File: src/rtl/reg_file_mp_pkg.sv
// Shared types and helpers for the multi-read-port register file.
// be_merge works on a wide word; callers zero-extend in and truncate out.
package regfile_pkg;

    typedef enum logic {IDLE = 1'b0, SWEEP = 1'b1} state_t;

    localparam int MAX_SIZE = 1024;

    function automatic bit size_ok(input int size);
        return (size > 0) && (size % 8 == 0) && (size <= MAX_SIZE);
    endfunction

    function automatic logic [MAX_SIZE-1:0] be_merge(
        input logic [MAX_SIZE-1:0]   old_w,
        input logic [MAX_SIZE-1:0]   new_w,
        input logic [MAX_SIZE/8-1:0] be
    );
        logic [MAX_SIZE-1:0] r;
        r = old_w;
        for (int k = 0; k < MAX_SIZE/8; k++) begin
            if (be[k]) r[8*k +: 8] = new_w[8*k +: 8];
        end
        return r;
    endfunction

endpackage

File: src/rtl/reg_file_mp_if.sv
// Bus bundle for reg_file_mp: write port, read ports, debug tap, clear request.
interface reg_file_mp_if #(
    parameter int ADDR  = 5,
    parameter int SIZE  = 32,
    parameter int NREAD = 2
);
    logic                    Clr_Req;
    logic                    Write_Reg;
    logic [ADDR-1:0]         W_Addr;
    logic [SIZE-1:0]         W_Data;
    logic [SIZE/8-1:0]       W_Be;
    logic [NREAD*ADDR-1:0]   R_Addr;
    logic [NREAD*SIZE-1:0]   R_Data;
    logic [ADDR-1:0]         Dbg_Addr;
    logic [SIZE-1:0]         Dbg_Data;
    logic                    Busy;

    modport master (
        output Clr_Req, Write_Reg, W_Addr, W_Data, W_Be, R_Addr, Dbg_Addr,
        input  R_Data, Dbg_Data, Busy
    );

    modport slave (
        input  Clr_Req, Write_Reg, W_Addr, W_Data, W_Be, R_Addr, Dbg_Addr,
        output R_Data, Dbg_Data, Busy
    );
endinterface

File: src/rtl/reg_file_mp_rd_port.sv
// One combinational read port: array read, write-through bypass, r0 and busy masking.
module regfile_rd_port #(
    parameter int ADDR    = 5,
    parameter int SIZE    = 32,
    parameter int NUMB    = 1 << ADDR,
    parameter int BYPASS  = 1,
    parameter int ZERO_R0 = 1
) (
    input  logic [NUMB-1:0][SIZE-1:0] mem,
    input  logic [ADDR-1:0]           r_addr,
    input  logic                      busy,
    input  logic                      wr_fire,
    input  logic [ADDR-1:0]           w_addr,
    input  logic [SIZE-1:0]           wr_merged,
    output logic [SIZE-1:0]           r_data
);
    always_comb begin
        r_data = mem[r_addr];
        if (BYPASS != 0 && wr_fire && r_addr == w_addr) r_data = wr_merged;
        // Zero register and sweep masking win over bypass.
        if ((ZERO_R0 != 0 && r_addr == '0) || busy) r_data = '0;
    end
endmodule

File: src/rtl/reg_file_mp.sv
// Multi-read-port register file with byte-enable writes and a one-entry-per-cycle
// clear sweep that runs after reset or on request.
module reg_file_mp
    import regfile_pkg::*;
#(
    parameter int ADDR    = 5,
    parameter int SIZE    = 32,
    parameter int NREAD   = 2,
    parameter int BYPASS  = 1,
    parameter int ZERO_R0 = 1
) (
    input  logic          Clk,
    input  logic          Clr_n,
    reg_file_mp_if.slave  bus
);
    localparam int NUMB = 1 << ADDR;

    if (!size_ok(SIZE)) begin : g_size_chk
        $error("reg_file_mp: SIZE must be a positive multiple of 8");
    end
    if (NREAD < 1 || NREAD > 4) begin : g_nread_chk
        $error("reg_file_mp: NREAD must be in 1..4");
    end

    state_t                    state, state_nx;
    logic [ADDR-1:0]           cnt, cnt_nx;
    logic [NUMB-1:0][SIZE-1:0] mem;
    logic                      busy, swp_fire, wr_fire;
    logic [SIZE-1:0]           wr_old, wr_merged;
    logic [NREAD-1:0][ADDR-1:0] rd_addr;
    logic [NREAD-1:0][SIZE-1:0] rd_data;

    assign busy     = !Clr_n || state == SWEEP;
    assign bus.Busy = busy;

    always_comb begin
        state_nx = state;
        cnt_nx   = cnt;
        swp_fire = 1'b0;
        wr_fire  = 1'b0;
        if (bus.Clr_Req) begin
            // Starting or restarting a sweep drops any concurrent write.
            state_nx = SWEEP;
            cnt_nx   = '0;
        end else if (state == SWEEP) begin
            swp_fire = 1'b1;
            cnt_nx   = cnt + 1'b1;
            if (&cnt) state_nx = IDLE;
        end else begin
            wr_fire = Clr_n && bus.Write_Reg && !(ZERO_R0 != 0 && bus.W_Addr == '0);
        end
    end

    always_ff @(posedge Clk) begin
        if (!Clr_n) begin
            state <= SWEEP;
            cnt   <= '0;
        end else begin
            state <= state_nx;
            cnt   <= cnt_nx;
        end
    end

    assign wr_old    = mem[bus.W_Addr];
    assign wr_merged = SIZE'(be_merge(MAX_SIZE'(wr_old), MAX_SIZE'(bus.W_Data),
                                      (MAX_SIZE/8)'(bus.W_Be)));

    // Contents are only ever cleared by the sweep, never by reset directly.
    always_ff @(posedge Clk) begin
        if (Clr_n) begin
            if (swp_fire)     mem[cnt]        <= '0;
            else if (wr_fire) mem[bus.W_Addr] <= wr_merged;
        end
    end

    assign rd_addr    = bus.R_Addr;
    assign bus.R_Data = rd_data;

    for (genvar p = 0; p < NREAD; p++) begin : g_rd
        regfile_rd_port #(
            .ADDR    (ADDR),
            .SIZE    (SIZE),
            .NUMB    (NUMB),
            .BYPASS  (BYPASS),
            .ZERO_R0 (ZERO_R0)
        ) u_rd (
            .mem       (mem),
            .r_addr    (rd_addr[p]),
            .busy      (busy),
            .wr_fire   (wr_fire),
            .w_addr    (bus.W_Addr),
            .wr_merged (wr_merged),
            .r_data    (rd_data[p])
        );
    end

    always_comb begin
        bus.Dbg_Data = mem[bus.Dbg_Addr];
        if (busy || (ZERO_R0 != 0 && bus.Dbg_Addr == '0)) bus.Dbg_Data = '0;
    end
endmodule

File: src/flat_wrapper.sv
// flat-port wrapper written by rule: the top's interface ports become plain ports
module reg_file_mp_flat import regfile_pkg::*;
#(
    parameter int ADDR    = 5,
    parameter int SIZE    = 32,
    parameter int NREAD   = 2,
    parameter int BYPASS  = 1,
    parameter int ZERO_R0 = 1
)
  (Clk, Clr_n, bus_Clr_Req, bus_Write_Reg, bus_W_Addr, bus_W_Data, bus_W_Be, bus_R_Addr, bus_Dbg_Addr, bus_R_Data, bus_Dbg_Data, bus_Busy);
  reg_file_mp_if #(.ADDR(ADDR), .SIZE(SIZE), .NREAD(NREAD)) bus_i ();
  input  logic Clk;
  input  logic Clr_n;
  input wire logic [$bits(bus_i.Clr_Req)-1:0] bus_Clr_Req;
  input wire logic [$bits(bus_i.Write_Reg)-1:0] bus_Write_Reg;
  input wire logic [$bits(bus_i.W_Addr)-1:0] bus_W_Addr;
  input wire logic [$bits(bus_i.W_Data)-1:0] bus_W_Data;
  input wire logic [$bits(bus_i.W_Be)-1:0] bus_W_Be;
  input wire logic [$bits(bus_i.R_Addr)-1:0] bus_R_Addr;
  input wire logic [$bits(bus_i.Dbg_Addr)-1:0] bus_Dbg_Addr;
  output wire logic [$bits(bus_i.R_Data)-1:0] bus_R_Data;
  output wire logic [$bits(bus_i.Dbg_Data)-1:0] bus_Dbg_Data;
  output wire logic [$bits(bus_i.Busy)-1:0] bus_Busy;
  assign bus_i.Clr_Req = bus_Clr_Req;
  assign bus_i.Write_Reg = bus_Write_Reg;
  assign bus_i.W_Addr = bus_W_Addr;
  assign bus_i.W_Data = bus_W_Data;
  assign bus_i.W_Be = bus_W_Be;
  assign bus_i.R_Addr = bus_R_Addr;
  assign bus_i.Dbg_Addr = bus_Dbg_Addr;
  assign bus_R_Data = bus_i.R_Data;
  assign bus_Dbg_Data = bus_i.Dbg_Data;
  assign bus_Busy = bus_i.Busy;
  reg_file_mp #(.ADDR(ADDR), .SIZE(SIZE), .NREAD(NREAD), .BYPASS(BYPASS), .ZERO_R0(ZERO_R0)) u_core (.Clk(Clk), .Clr_n(Clr_n), .bus(bus_i));
endmodule
File: config.mk
export PLATFORM = sky130hd
export DESIGN_NAME = reg_file_mp_flat
export DESIGN_NICKNAME = d
export VERILOG_FILES = /design/src/rtl/reg_file_mp_pkg.sv /design/src/rtl/reg_file_mp_if.sv /design/src/rtl/reg_file_mp_rd_port.sv /design/src/rtl/reg_file_mp.sv /design/src/flat_wrapper.sv
export SDC_FILE = /design/constraint.sdc
export NUM_CORES = 2
export LEC_CHECK = 0
export CAP_MARGIN = 15
export CORE_MARGIN = 5
export CORE_UTILIZATION = 24
export CTS_CLUSTER_DIAMETER = 200
export CTS_CLUSTER_SIZE = 10
export DETAILED_ROUTE_END_ITERATION = 16
export MAX_ROUTING_LAYER = met4
export SLEW_MARGIN = 40
export SYNTH_ARGS = -nofsm -noshare
export SYNTH_HDL_FRONTEND = slang
export SYNTH_SLANG_ARGS = --single-unit
File: constraint.sdc
create_clock -name Clk -period 4.4 [get_ports Clk]
set_input_delay 1.1 -clock Clk [delete_from_list [all_inputs] [get_ports Clk]]
set_output_delay 1.1 -clock Clk [all_outputs]
set_load 0.05 [all_outputs]
==> impl_metrics.env <==
export IMPL_status="complete, but fails checks"
export IMPL_violations="setup timing"
export IMPL_final_setup_worst_slack_ns=-0.248
export IMPL_antenna_found_initial=25
export IMPL_data_arrival_time_at_the_worst_slack_endpoint_ns=3.55
export IMPL_synth_edff_count=1024
export IMPL_max_cap_violations=0
export IMPL_netlist_cell_type_count=71
export IMPL_die_height_um=574
export IMPL_postSynthCellCount=5975
export IMPL_report_final_hold_viol_count=0
export IMPL_dr_pass1_iters=6
export IMPL_clock_network_fraction_of_design_power=0.315
export IMPL_clock_tree_htree_level_count=3
export IMPL_relSlewSlack=0.367
export IMPL_yosys_warnings=0
export IMPL_cpLargestDelayFamily="buffers and inverters"
export IMPL_post_place_cells=10700
export IMPL_r2r_start="u_core.mem[726]$_DFFE_PP_"
export IMPL_crit_top_cell="sky130_fd_sc_hd__buf_16"
export IMPL_p_switching_mw=8.92
export IMPL_synth_async_reset_ratio=0
export IMPL_tritoncts="done"
export IMPL_antenna_violating_nets_post_route=0
export IMPL_power_sequential_fraction=0.416
export IMPL_final_min_period_over_clock_period=1.06
export IMPL_nets_finish=6964
export IMPL_clk_path_buf_depth=3
export IMPL_clock_sink_count=1030
export IMPL_clock_root_buffer="sky130_fd_sc_hd__clkbuf_16"
export IMPL_fill_cell_count=31100
export IMPL_critical_path_buf_inv_count=6
export IMPL_timing_critical_path_depth=11
export IMPL_critical_path_startpoint="bus_R_Addr[5]"
export IMPL_shortest_clock_period_the_worst_path_allows_after_layout_ns=4.65
export IMPL_syn_cell_area_um2=76200
export IMPL_drc_errors=0
export IMPL_starting_density=0.240
export IMPL_worstReg2RegEnd="u_core.mem[54]$_DFFE_PP_"
export IMPL_timing_worst_slew_pin_value_ns=0.950
export IMPL_synthesis_area_per_instance_um2=12.8
export IMPL_worst_r2r_path_depth=6
export IMPL_static_leakage_power_nw=36.1
export IMPL_core_area_um2=317000
export IMPL_switching_share=0.321
export IMPL_hpwl_dp_um=306000
export IMPL_die_w_um=574
export IMPL_path_clk_slew_ns=0.07
export IMPL_area_growth_synth_to_final_pct=34.3
export IMPL_vdd_ir_drop_worst_v=0.000355
export IMPL_synth_ff_latch_count=1030
export IMPL_ff_latch_area_um2=30900
export IMPL_area_of_the_die_um2=329000
export IMPL_setup_violations_final=68
export IMPL_cp_start_kind="primary input"
export IMPL_post_drt_wl_per_cell_um=40.2
export IMPL_io_buffer_count=156
export IMPL_timing_critical_path_to_type="primary output"
export IMPL_cp_max_fo=7
export IMPL_timing_final_max_slew_violations=0
export IMPL_gpl_final_weighted_congestion=1.02
export IMPL_groute_usage_overall=0.260
export IMPL_synthFlopType="sky130_fd_sc_hd__edfxtp_1"
export IMPL_numCtsBuffers=112
export IMPL_num_io_pins=157
export IMPL_grt_start_max_net_pins=49
export IMPL_drt_vias_per_instance=6.49
export IMPL_power_density_of_the_placed_cells_nw_per_um2=271
export IMPL_grt_pass1_wl_um=589000
export IMPL_wl_um=447000
export IMPL_class_of_the_most_critical_setup_path="in2out"
export IMPL_cts_hold_repair_buffers=0
export IMPL_global_route_congestion_overflow_total=0
export IMPL_multiInputGateArea_um2=45200
export IMPL_critical_path_max_stage_delay_ns=0.50
export IMPL_worst_skew_pair_late_latency_ns=0.77
export IMPL_first_global_vias=66900
export IMPL_initialDrtViolationCount=13000
export IMPL_crit_chain="buf_16 > buf_16 > buf_16 > mux4_2 > a21o_1 > a222oi_1 > buf_4 > o22ai_2 > a21o_1 > buf_12 > buf_12"
export IMPL_final_layout_size_suffix_gt1_frac=0.418
export IMPL_worst_endpoint_required_ns=3.30
export IMPL_p_int_mw=18.9
export IMPL_share_of_power_burned_in_combinational_logic=0.268
export IMPL_hp_class="reg2reg"
export IMPL_worst_setup_path_endpoint="bus_R_Data[60]"
export IMPL_routed_via_count=72100
export IMPL_synth_yosys_seq_area_share=0.405
export IMPL_setup_reg_to_reg_worst_slack_ns=1.44
export IMPL_detailedPlace_worstSlack_ns=-0.696
export IMPL_final_cells=11100
export IMPL_synthesis_nets=6040
export IMPL_rsz0062_at_grt="yes"
export IMPL_rows=207
export IMPL_critical_path_slowest_cell="sky130_fd_sc_hd__mux4_2"
export IMPL_hold_ws_ns=0.599
export IMPL_final_setup_skew_ns=0.0309
export IMPL_maxClockFrequency_mhz=215
-- stage by stage --
step / util / setup TNS [ns] / area, µm² / total power [mW]
6_report: 0.323 / -8.96 / 102000 / 27.8
5_1_grt: 0.323 / -9.70 / 102000 / 28.1
3_3_place_gp: 0.295 / -40.10 / 93500 / 18.2
2_1_floorplan: - / -84.22 / 76400 / 14.9
4_1_cts: 0.315 / -8.62 / 99800 / 27.1
3_5_place_dp: 0.295 / -37.26 / 93700 / 18.2
-- power by group through the flow --
stage	Sequential (mW)	Clock, mW	Combinational [mW]
floorplan	11.6	0	3.34
global placement	11.7	0	6.47
global route	11.6	9.05	7.50
CTS	11.5	8.72	6.87
finish	11.6	8.76	7.45
detailed placement	11.7	0	6.50
-- layout make-up --
class,count,area share
Antenna cell,25,0.000611
Clock buffer,126,0.0285
Clock inverter,2,0.000281
Inverter,23,0.000941
Multi-Input combinational cell,4224,0.442
Sequential cell,1030,0.301
Tap cell,4180,0.0511
Timing Repair Buffer,1508,0.175
-- worst min-delay path: cells and delay by family, from the launching register on --
kind             cells  cell delay [ns]
multiplexers         1             0.14
AND/OR/NAND/NOR      1             0.06
flip-flops           1             0.36
-- per-layer routing --
metal  global-route usage  vias to the layer above  routed length [µm]
met3               0.0912                     1605               64800
met2                0.385                     7235              193000
met4                0.160                        0               37900
li1                     -                    27000                   -
met1                0.304                    36300              151000
met5                    -                        -                   0
-- repair_timing --
item / 4_1_cts / 5_1_grt
resized for setup: 393 / 267
pin swaps: 80 / 83
gates cloned: 19 / 23
endpoints found under the setup margin: 85 / 96
setup buffers: 108 / 113
hold endpoints to repair: 0 / 0
-- layout by cell type (no fill, tap or decap), types with 49 or more instances in the layout --
cell,netlist,final
sky130_fd_sc_hd__mux2i_1,608,575
sky130_fd_sc_hd__nor2_1,102,58
sky130_fd_sc_hd__nand2_1,451,442
sky130_fd_sc_hd__buf_12,0,365
sky130_fd_sc_hd__edfxtp_1,1024,1024
sky130_fd_sc_hd__o21ai_1,252,259
sky130_fd_sc_hd__a21oi_4,0,68
sky130_fd_sc_hd__mux4_2,747,747
sky130_fd_sc_hd__mux2_2,84,80
sky130_fd_sc_hd__a221oi_1,123,82
sky130_fd_sc_hd__o21ai_0,176,153
sky130_fd_sc_hd__a22o_1,720,720
sky130_fd_sc_hd__o22ai_1,124,97
sky130_fd_sc_hd__buf_4,44,905
sky130_fd_sc_hd__a22oi_1,81,68
sky130_fd_sc_hd__o221ai_1,69,49
sky130_fd_sc_hd__buf_6,16,92
sky130_fd_sc_hd__clkbuf_16,0,137
sky130_fd_sc_hd__a21oi_1,254,167
-- registers in the layout, summed over array words and instances, names as in the netlist --
name	count
u_core.state	1
u_core.mem	1024
u_core.cnt	5
-- cell usage after synthesis, drive strengths merged (3+ instances only) --
cell type | n | area (µm²)
a22oi | 81 | 608
a21o | 40 | 300
mux4 | 747 | 16800
mux2i | 608 | 6090
o21ai | 428 | 2140
nor2b | 41 | 257
o211ai | 5 | 42.5
o311ai | 3 | 51.3
o22ai | 124 | 776
or4 | 3 | 22.5
nand3 | 23 | 115
inv | 21 | 78.8
nor3b | 35 | 263
clkbuf | 392 | 1480
a221o | 16 | 160
buf | 307 | 1680
o21a | 50 | 375
or4b | 3 | 30.0
dfxtp | 6 | 120
a32oi | 24 | 293
mux2 | 84 | 946
or3 | 4 | 25.0
a222oi | 20 | 200
xnor2 | 11 | 96.3
a21oi | 255 | 1280
or2 | 5 | 31.3
nand4 | 11 | 68.8
a31oi | 8 | 87.6
edfxtp | 1024 | 30700
a211o | 13 | 114
a22o | 720 | 6310
a221oi | 134 | 1240
ha | 5 | 62.6
nand2 | 451 | 1690
o221ai | 69 | 604
nor2 | 104 | 395
nand2b | 4 | 25.0
nor3 | 44 | 220
nor4 | 16 | 106
and2 | 13 | 81.3
-- worst min-delay path by stage --
stage	start	slack, ns	end	depth (start not counted)
CTS	u_core.cnt[1]$_SDFFE_PP0P_	0.60	u_core.cnt[1]$_SDFFE_PP0P_	2
global placement	u_core.cnt[1]$_SDFFE_PP0P_	0.55	u_core.cnt[1]$_SDFFE_PP0P_	2
global route	u_core.cnt[1]$_SDFFE_PP0P_	0.64	u_core.cnt[1]$_SDFFE_PP0P_	2
floorplan	u_core.cnt[1]$_SDFFE_PP0P_	0.53	u_core.cnt[1]$_SDFFE_PP0P_	2
detailed placement	u_core.cnt[1]$_SDFFE_PP0P_	0.59	u_core.cnt[1]$_SDFFE_PP0P_	2
finish	u_core.cnt[1]$_SDFFE_PP0P_	0.60	u_core.cnt[1]$_SDFFE_PP0P_	2
-- kinds of logic (layout without fill, tap and decap cells) --
kind of cell    count (synthesis)  count (layout)  synth area share
other cells                     0              25                 0
buf+inv                       722            1659            0.0425
xor+xnor                       13              13           0.00149
fa+ha+maj                       5               5          0.000821
mux                          1439            1439             0.313
simple gates                  765             766            0.0446
flops                        1030            1030             0.405
compound gates               2001            2001             0.193
Power figures use the tool's default switching activity.
